[config.mk]
export PLATFORM = sky130hd
export DESIGN_NAME = sd_adc_multi
export DESIGN_NICKNAME = d
export VERILOG_FILES = /design/src/rtl/sd_adc_pkg.sv /design/src/rtl/sd_adc_channel.sv /design/src/rtl/sd_adc_multi.sv
export SDC_FILE = /design/constraint.sdc
export NUM_CORES = 1
export LEC_CHECK = 0
export ABC_CLOCK_PERIOD_IN_PS = 2000
export CAP_MARGIN = 20
export CORE_UTILIZATION = 45
export DETAILED_ROUTE_END_ITERATION = 10
export PLACE_DENSITY = 0.76
export RECOVER_POWER = 50
export SYNTH_ARGS = -nofsm -noshare
export SYNTH_HDL_FRONTEND = slang
export SYNTH_SLANG_ARGS = --single-unit
[constraint.sdc]
create_clock -name clk -period 2 [get_ports clk]
set_input_delay 0.6 -clock clk [delete_from_list [all_inputs] [get_ports clk]]
set_output_delay 0.6 -clock clk [all_outputs]
set_load 0.01 [all_outputs]
[src/rtl/sd_adc_pkg.sv]
// rtl/sd_adc_pkg.sv - shared sizing helpers for the multi-channel sigma-delta ADC
package sd_adc_pkg;

  function automatic int ch_w(input int num_ch);
    return (num_ch > 1) ? $clog2(num_ch) : 1;
  endfunction

  // Box-average sum never overflows: 2^lpf_bits samples of at most 2^adc_w-1
  function automatic int avg_sum_w(input int adc_w, input int lpf_bits);
    return adc_w + lpf_bits;
  endfunction

endpackage

[src/rtl/sd_adc_channel.sv]
// rtl/sd_adc_channel.sv - one sigma-delta channel: feedback flop, decimating accumulator, box averager
module sd_adc_channel
  import sd_adc_pkg::*;
#(
  parameter int ADC_WIDTH      = 8,
  parameter int ACCUM_BITS     = 10,
  parameter int LPF_DEPTH_BITS = 3
) (
  input  logic                 clk,
  input  logic                 rst_n,
  input  logic                 enable,
  input  logic                 cmp_i,
  input  logic                 rollover_i,
  input  logic                 avg_add_i,
  input  logic                 avg_last_i,
  output logic                 delta_o,
  output logic [ADC_WIDTH-1:0] avg_o
);

  localparam int SUM_W = avg_sum_w(ADC_WIDTH, LPF_DEPTH_BITS);

  logic                  delta_q;
  logic [ACCUM_BITS-1:0] sigma_q, sigma_d;
  logic [ADC_WIDTH-1:0]  accum_q, accum_d;
  logic [SUM_W-1:0]      sum_q, sum_d, sum_next;

  // avg_o is only meaningful in the cycle the last sample of a block is added
  assign sum_next = sum_q + SUM_W'(accum_q);
  assign avg_o    = sum_next[SUM_W-1:LPF_DEPTH_BITS];
  assign delta_o  = delta_q;

  always_comb begin
    sigma_d = sigma_q;
    accum_d = accum_q;
    sum_d   = sum_q;
    if (enable) begin
      if (rollover_i) begin
        accum_d = sigma_q[ACCUM_BITS-1 -: ADC_WIDTH];
        sigma_d = ACCUM_BITS'(delta_q);
      end else if (sigma_q != '1) begin
        sigma_d = sigma_q + ACCUM_BITS'(delta_q);
      end
      if (avg_add_i) sum_d = avg_last_i ? '0 : sum_next;
    end
  end

  always_ff @(posedge clk or negedge rst_n) begin
    if (!rst_n) begin
      delta_q <= 1'b0;
      sigma_q <= '0;
      accum_q <= '0;
      sum_q   <= '0;
    end else begin
      delta_q <= cmp_i;
      sigma_q <= sigma_d;
      accum_q <= accum_d;
      sum_q   <= sum_d;
    end
  end

endmodule

[src/rtl/sd_adc_multi.sv]
// rtl/sd_adc_multi.sv - multi-channel sigma-delta ADC with shared timing and valid/ready result arbiter
module sd_adc_multi
  import sd_adc_pkg::*;
#(
  parameter int NUM_CH         = 4,
  parameter int ADC_WIDTH      = 8,
  parameter int ACCUM_BITS     = 10,
  parameter int LPF_DEPTH_BITS = 3,
  localparam int CH_W          = ch_w(NUM_CH)
) (
  input  logic                 clk,
  input  logic                 rst_n,
  input  logic                 enable,
  input  logic [NUM_CH-1:0]    analog_cmp,
  output logic [NUM_CH-1:0]    analog_out,
  output logic [ADC_WIDTH-1:0] out_data,
  output logic [CH_W-1:0]      out_ch,
  output logic                 out_valid,
  input  logic                 out_ready,
  output logic [NUM_CH-1:0]    overrun,
  input  logic                 clr_overrun
);

  logic [ACCUM_BITS-1:0]     counter_q;
  logic                      rollover_q;
  logic                      avg_add_q;
  logic [LPF_DEPTH_BITS-1:0] lpf_cnt_q;
  logic                      avg_last;
  logic                      done;
  logic                      xfer;
  logic [NUM_CH-1:0]         xfer_sel;
  logic [ADC_WIDTH-1:0]      avg_w [NUM_CH];

  logic [NUM_CH-1:0]    pending_q, pending_d;
  logic [ADC_WIDTH-1:0] hold_q [NUM_CH];
  logic [ADC_WIDTH-1:0] hold_d [NUM_CH];
  logic [NUM_CH-1:0]    overrun_q, overrun_d;
  logic                 out_valid_q, out_valid_d;
  logic [ADC_WIDTH-1:0] out_data_q, out_data_d;
  logic [CH_W-1:0]      out_ch_q, out_ch_d;

  assign avg_last = (lpf_cnt_q == '1);
  assign done     = enable & avg_add_q & avg_last;
  assign xfer     = out_valid_q & out_ready;

  for (genvar g = 0; g < NUM_CH; g++) begin : g_ch
    sd_adc_channel #(
      .ADC_WIDTH      (ADC_WIDTH),
      .ACCUM_BITS     (ACCUM_BITS),
      .LPF_DEPTH_BITS (LPF_DEPTH_BITS)
    ) u_ch (
      .clk        (clk),
      .rst_n      (rst_n),
      .enable     (enable),
      .cmp_i      (analog_cmp[g]),
      .rollover_i (rollover_q),
      .avg_add_i  (avg_add_q),
      .avg_last_i (avg_last),
      .delta_o    (analog_out[g]),
      .avg_o      (avg_w[g])
    );
  end

  // Strobes freeze along with the counter so a pause only shifts the timeline
  always_ff @(posedge clk or negedge rst_n) begin
    if (!rst_n) begin
      counter_q  <= '0;
      rollover_q <= 1'b0;
      avg_add_q  <= 1'b0;
      lpf_cnt_q  <= '0;
    end else if (enable) begin
      counter_q  <= counter_q + ACCUM_BITS'(1);
      rollover_q <= (counter_q == '1);
      avg_add_q  <= rollover_q;
      if (avg_add_q) lpf_cnt_q <= lpf_cnt_q + LPF_DEPTH_BITS'(1);
    end
  end

  always_comb begin
    xfer_sel = '0;
    for (int i = 0; i < NUM_CH; i++) begin
      if (xfer && (out_ch_q == CH_W'(i))) xfer_sel[i] = 1'b1;
    end
  end

  always_comb begin
    pending_d   = pending_q & ~xfer_sel;
    hold_d      = hold_q;
    overrun_d   = clr_overrun ? '0 : overrun_q;
    out_valid_d = out_valid_q;
    out_data_d  = out_data_q;
    out_ch_d    = out_ch_q;
    for (int i = 0; i < NUM_CH; i++) begin
      if (done) begin
        if (pending_q[i] && !xfer_sel[i]) overrun_d[i] = 1'b1;
        pending_d[i] = 1'b1;
        hold_d[i]    = avg_w[i];
      end
    end
    // Reload only when the presented word is gone; descending scan leaves the lowest index
    if (!out_valid_q || xfer) begin
      out_valid_d = |pending_d;
      for (int i = NUM_CH - 1; i >= 0; i--) begin
        if (pending_d[i]) begin
          out_ch_d   = CH_W'(i);
          out_data_d = hold_d[i];
        end
      end
    end
  end

  always_ff @(posedge clk or negedge rst_n) begin
    if (!rst_n) begin
      pending_q   <= '0;
      overrun_q   <= '0;
      out_valid_q <= 1'b0;
      out_data_q  <= '0;
      out_ch_q    <= '0;
      for (int i = 0; i < NUM_CH; i++) hold_q[i] <= '0;
    end else begin
      pending_q   <= pending_d;
      overrun_q   <= overrun_d;
      out_valid_q <= out_valid_d;
      out_data_q  <= out_data_d;
      out_ch_q    <= out_ch_d;
      hold_q      <= hold_d;
    end
  end

  assign out_valid = out_valid_q;
  assign out_data  = out_data_q;
  assign out_ch    = out_ch_q;
  assign overrun   = overrun_q;

endmodule

==> results.json <==
{
  "hpwl_mm": 14.5,
  "power_density_nw_per_um2": 725,
  "criticalPathCategory": "reg -> reg",
  "diodes": 0,
  "finalMaxSlewViolations": 0,
  "power_frac_clock_pct": 38.1,
  "firstDrtPassIters": 5,
  "die_w_um": 147,
  "fin_ws_ns": -0.219,
  "ys_seq_area_share_pct": 49.3,
  "synth_top_area_share_pct": 49.3,
  "p_switching_uw": 2340,
  "numCtsBuffers": 17,
  "netlist_top_cells_count": "nand2_1 (203), dfrtp_1 (186), o21ai_0 (82)",
  "fin_util_pct": 58.5,
  "synth_cells": 984,
  "cts_root_buffer": "clkbuf_16",
  "worstPathRequired_ns": 2.32,
  "cap_violations": 0,
  "grt_first_pass_wirelength_mm": 36.0,
  "rr_worst_depth": 8,
  "fp.dieH_um": 147,
  "clockBufferDepth": 2,
  "antenna_found_initial": 0,
  "yosys_register_bits": 186,
  "vias_per_cell": 5.41,
  "rsz0062_at_grt": "yes",
  "grt_pass1_vias": 7421,
  "min_period_over_period_pct": 111,
  "setup_tns_ns": -3.43,
  "syn_avg_cell_area_um2": 9.60,
  "hold_path.class": "in -> async",
  "ant_nets": 0,
  "top_usage_layer": "met2",
  "std_cell_rows": 52,
  "rrSetupSlack_ns": -0.22,
  "nNetsFinal": 1169,
  "worstPathCellList": "ha_2, fa_2, a211o_1, a21oi_4, o2bb2ai_4, xnor2_2, a2bb2oi_2, o22a_1",
  "setup_viol": 34,
  "worstPathMaxFanout": 5,
  "via_count": 7558,
  "crit_path_end_kind": "register",
  "port_buffers": 27,
  "insertion_delay_ns": 0.44,
  "syn-num-nets": 1040,
  "start_util_pct": 46.2,
  "outcome": "finished, violations left",
  "crit_path_start_kind": "register",
  "core_um2": 20400,
  "slowest_stage": "dfrtp_1",
  "fmaxAchievable_ghz": 0.451,
  "p_int_uw": 6320,
  "dieArea_um2": 21600,
  "synth_edf_count": 0,
  "synth.area.top_cells": "dfrtp_1 (49%), nand2_1 (8.1%), ha_1 (5.7%)",
  "post-route-min-period_ns": 2.22,
  "synth_top_area_cell": "dfrtp_1",
  "r2r_start": "g_ch[0].u_ch.sum_q[0]$_DFFE_PN0P_",
  "place_congestion": 0.926,
  "track_usage_pct": 20.9,
  "use_met2_pct": 36.1,
  "n_fill_cell": 1706,
  "leakagePower_uw": 0.00557,
  "clock_sinks": 186,
  "synth_cell_types": 68,
  "drc_errors": 0,
  "gr-usage-met1_pct": 27.3,
  "violations": "negative setup slack",
  "max_stage_delay_ns": 0.40,
  "routedWlPerCell_um": 16.0,
  "area_delta_synth_final_pct": 26.4,
  "totalWireLength_mm": 22.4,
  "seqPwrFrac_pct": 51.1,
  "synthesis.area_um2": 9450,
  "met3_usage_pct": 3.66,
  "first_iter_violations": 556,
  "overflow": 0,
  "htree_levels": 4,
  "skew_ns": 0.0107,
  "grt_max_degree": 48,
  "synthArstFlopShare_pct": 100,
  "clk_pin_slew_ns": 0.07,
  "synth.most_common_cell": "nand2_1",
  "synth_ff_type": "dfrtp_1",
  "cts_tree": "built",
  "hold_viol": 0,
  "relSlewSlack_pct": 21.5,
  "p_comb_share_pct": 10.8,
  "timing.rr.end": "out_data[5]$_DFFE_PN0P_",
  "critPathArrivalTime_ns": 2.54,
  "swShare_pct": 27.1,
  "drive_gt1_share_pct": 23.0,
  "yosysWarningCount": 0,
  "worstMarginPinSlew_ns": 1.18,
  "ios": 28,
  "ir_worst_vdd_mv": 0.620
}
[routing by layer]
metal	routed length, µm	part of all wire, %
met3	767	3.4
met5	0	0
met4	263	1.2
met1	10100	45
met2	11300	50
[what timing repair did]
item	4_1_cts	5_1_grt
hold buffers	0	0
resized for setup	53	67
setup buffers	14	12
endpoints found under the setup margin	49	71
pin swaps	33	43
[worst max path at each step]
stage	slack [ns]	cells after the start	start	end
after floorplan	-0.04	8	g_ch[0].u_ch.sum_q[0]$_DFFE_PN0P_	out_data[5]$_DFFE_PN0P_
after global placement	-0.38	7	enable	out_data[6]$_DFFE_PN0P_
after detailed placement	-0.41	7	enable	g_ch[0].u_ch.sum_q[9]$_DFFE_PN0P_
after CTS	-0.17	8	g_ch[0].u_ch.sum_q[0]$_DFFE_PN0P_	out_data[5]$_DFFE_PN0P_
after global routing	-0.28	9	g_ch[0].u_ch.sum_q[0]$_DFFE_PN0P_	g_ch[0].u_ch.sum_q[8]$_DFFE_PN0P_
final	-0.22	8	g_ch[0].u_ch.sum_q[0]$_DFFE_PN0P_	out_data[5]$_DFFE_PN0P_
[cell families (layout without fill, tap and decap cells)]
family,Yosys count,after routing,synth area share (%)
simple gates,370,370,17.6
compound gates,223,223,15.0
flops,186,186,49.3
buf+inv,71,213,3.10
xor+xnor,67,67,6.21
fa+ha+maj,47,47,6.54
mux,20,20,2.24
[sequential cells by signal (all words and copies together), names as in the netlist]
register / cells
out_data: 8
g_ch.u_ch.delta_o: 4
avg_add_q: 1
g_ch.u_ch.accum_q: 32
hold_q: 32
overrun: 4
out_valid: 1
g_ch.u_ch.sigma_q: 40
g_ch.u_ch.sum_q: 44
lpf_cnt_q: 3
rollover_q: 1
pending_q: 4
counter_q: 10
out_ch: 2
[critical path, delay by kind of cell (launching register included)]
family | cells | cell delay, ns
flip-flops | 1 | 0.40
adder cells (fa/ha/maj) | 2 | 0.57
XOR/XNOR | 1 | 0.12
AO/OA/AOI/OAI | 5 | 1.00
[per-stage QoR]
step | hold WS (ns) | worst slack (ns) | instance area, µm² | std cells | total power, µW
after floorplan | 0.304 | -0.0377 | 9480 | 984 | 5010
after global placement | 0.454 | -0.376 | 10800 | 1339 | 5330
after detailed placement | 0.470 | -0.406 | 10800 | 1339 | 5400
after CTS | 0.111 | -0.174 | 11600 | 1385 | 8710
after global routing | 0.488 | -0.279 | 11900 | 1396 | 9080
final | 0.404 | -0.219 | 11900 | 1396 | 8660
[power by group through the flow]
stage	logic (µW)	registers (µW)	clock network [µW]
6_report	932	4420	3300
4_1_cts	931	4430	3360
2_1_floorplan	582	4420	0
5_1_grt	1080	4470	3530
3_3_place_gp	859	4470	0
3_5_place_dp	908	4490	0
[area by class of cell]
cell class,instances,area [µm²],area share [%]
repair buffers,154,1310,11.0
flip-flops and latches,186,4660,39.0
inverters,27,101,0.849
clock buffers,18,439,3.68
clock inverters,14,138,1.15
multi-input cells,727,4960,41.5
well taps,270,338,2.83
[cells in the final DEF, fill, tap and decap left out, drive strengths merged, types with 22 or more instances in the layout]
master,n
nor2,58
ha,43
clkbuf,25
dfrtp,186
nand3,22
inv,32
nand2,204
o21ai,101
xnor2,37
xor2,30
buf,121
a21oi,32
(Power assumes the default switching activity.)
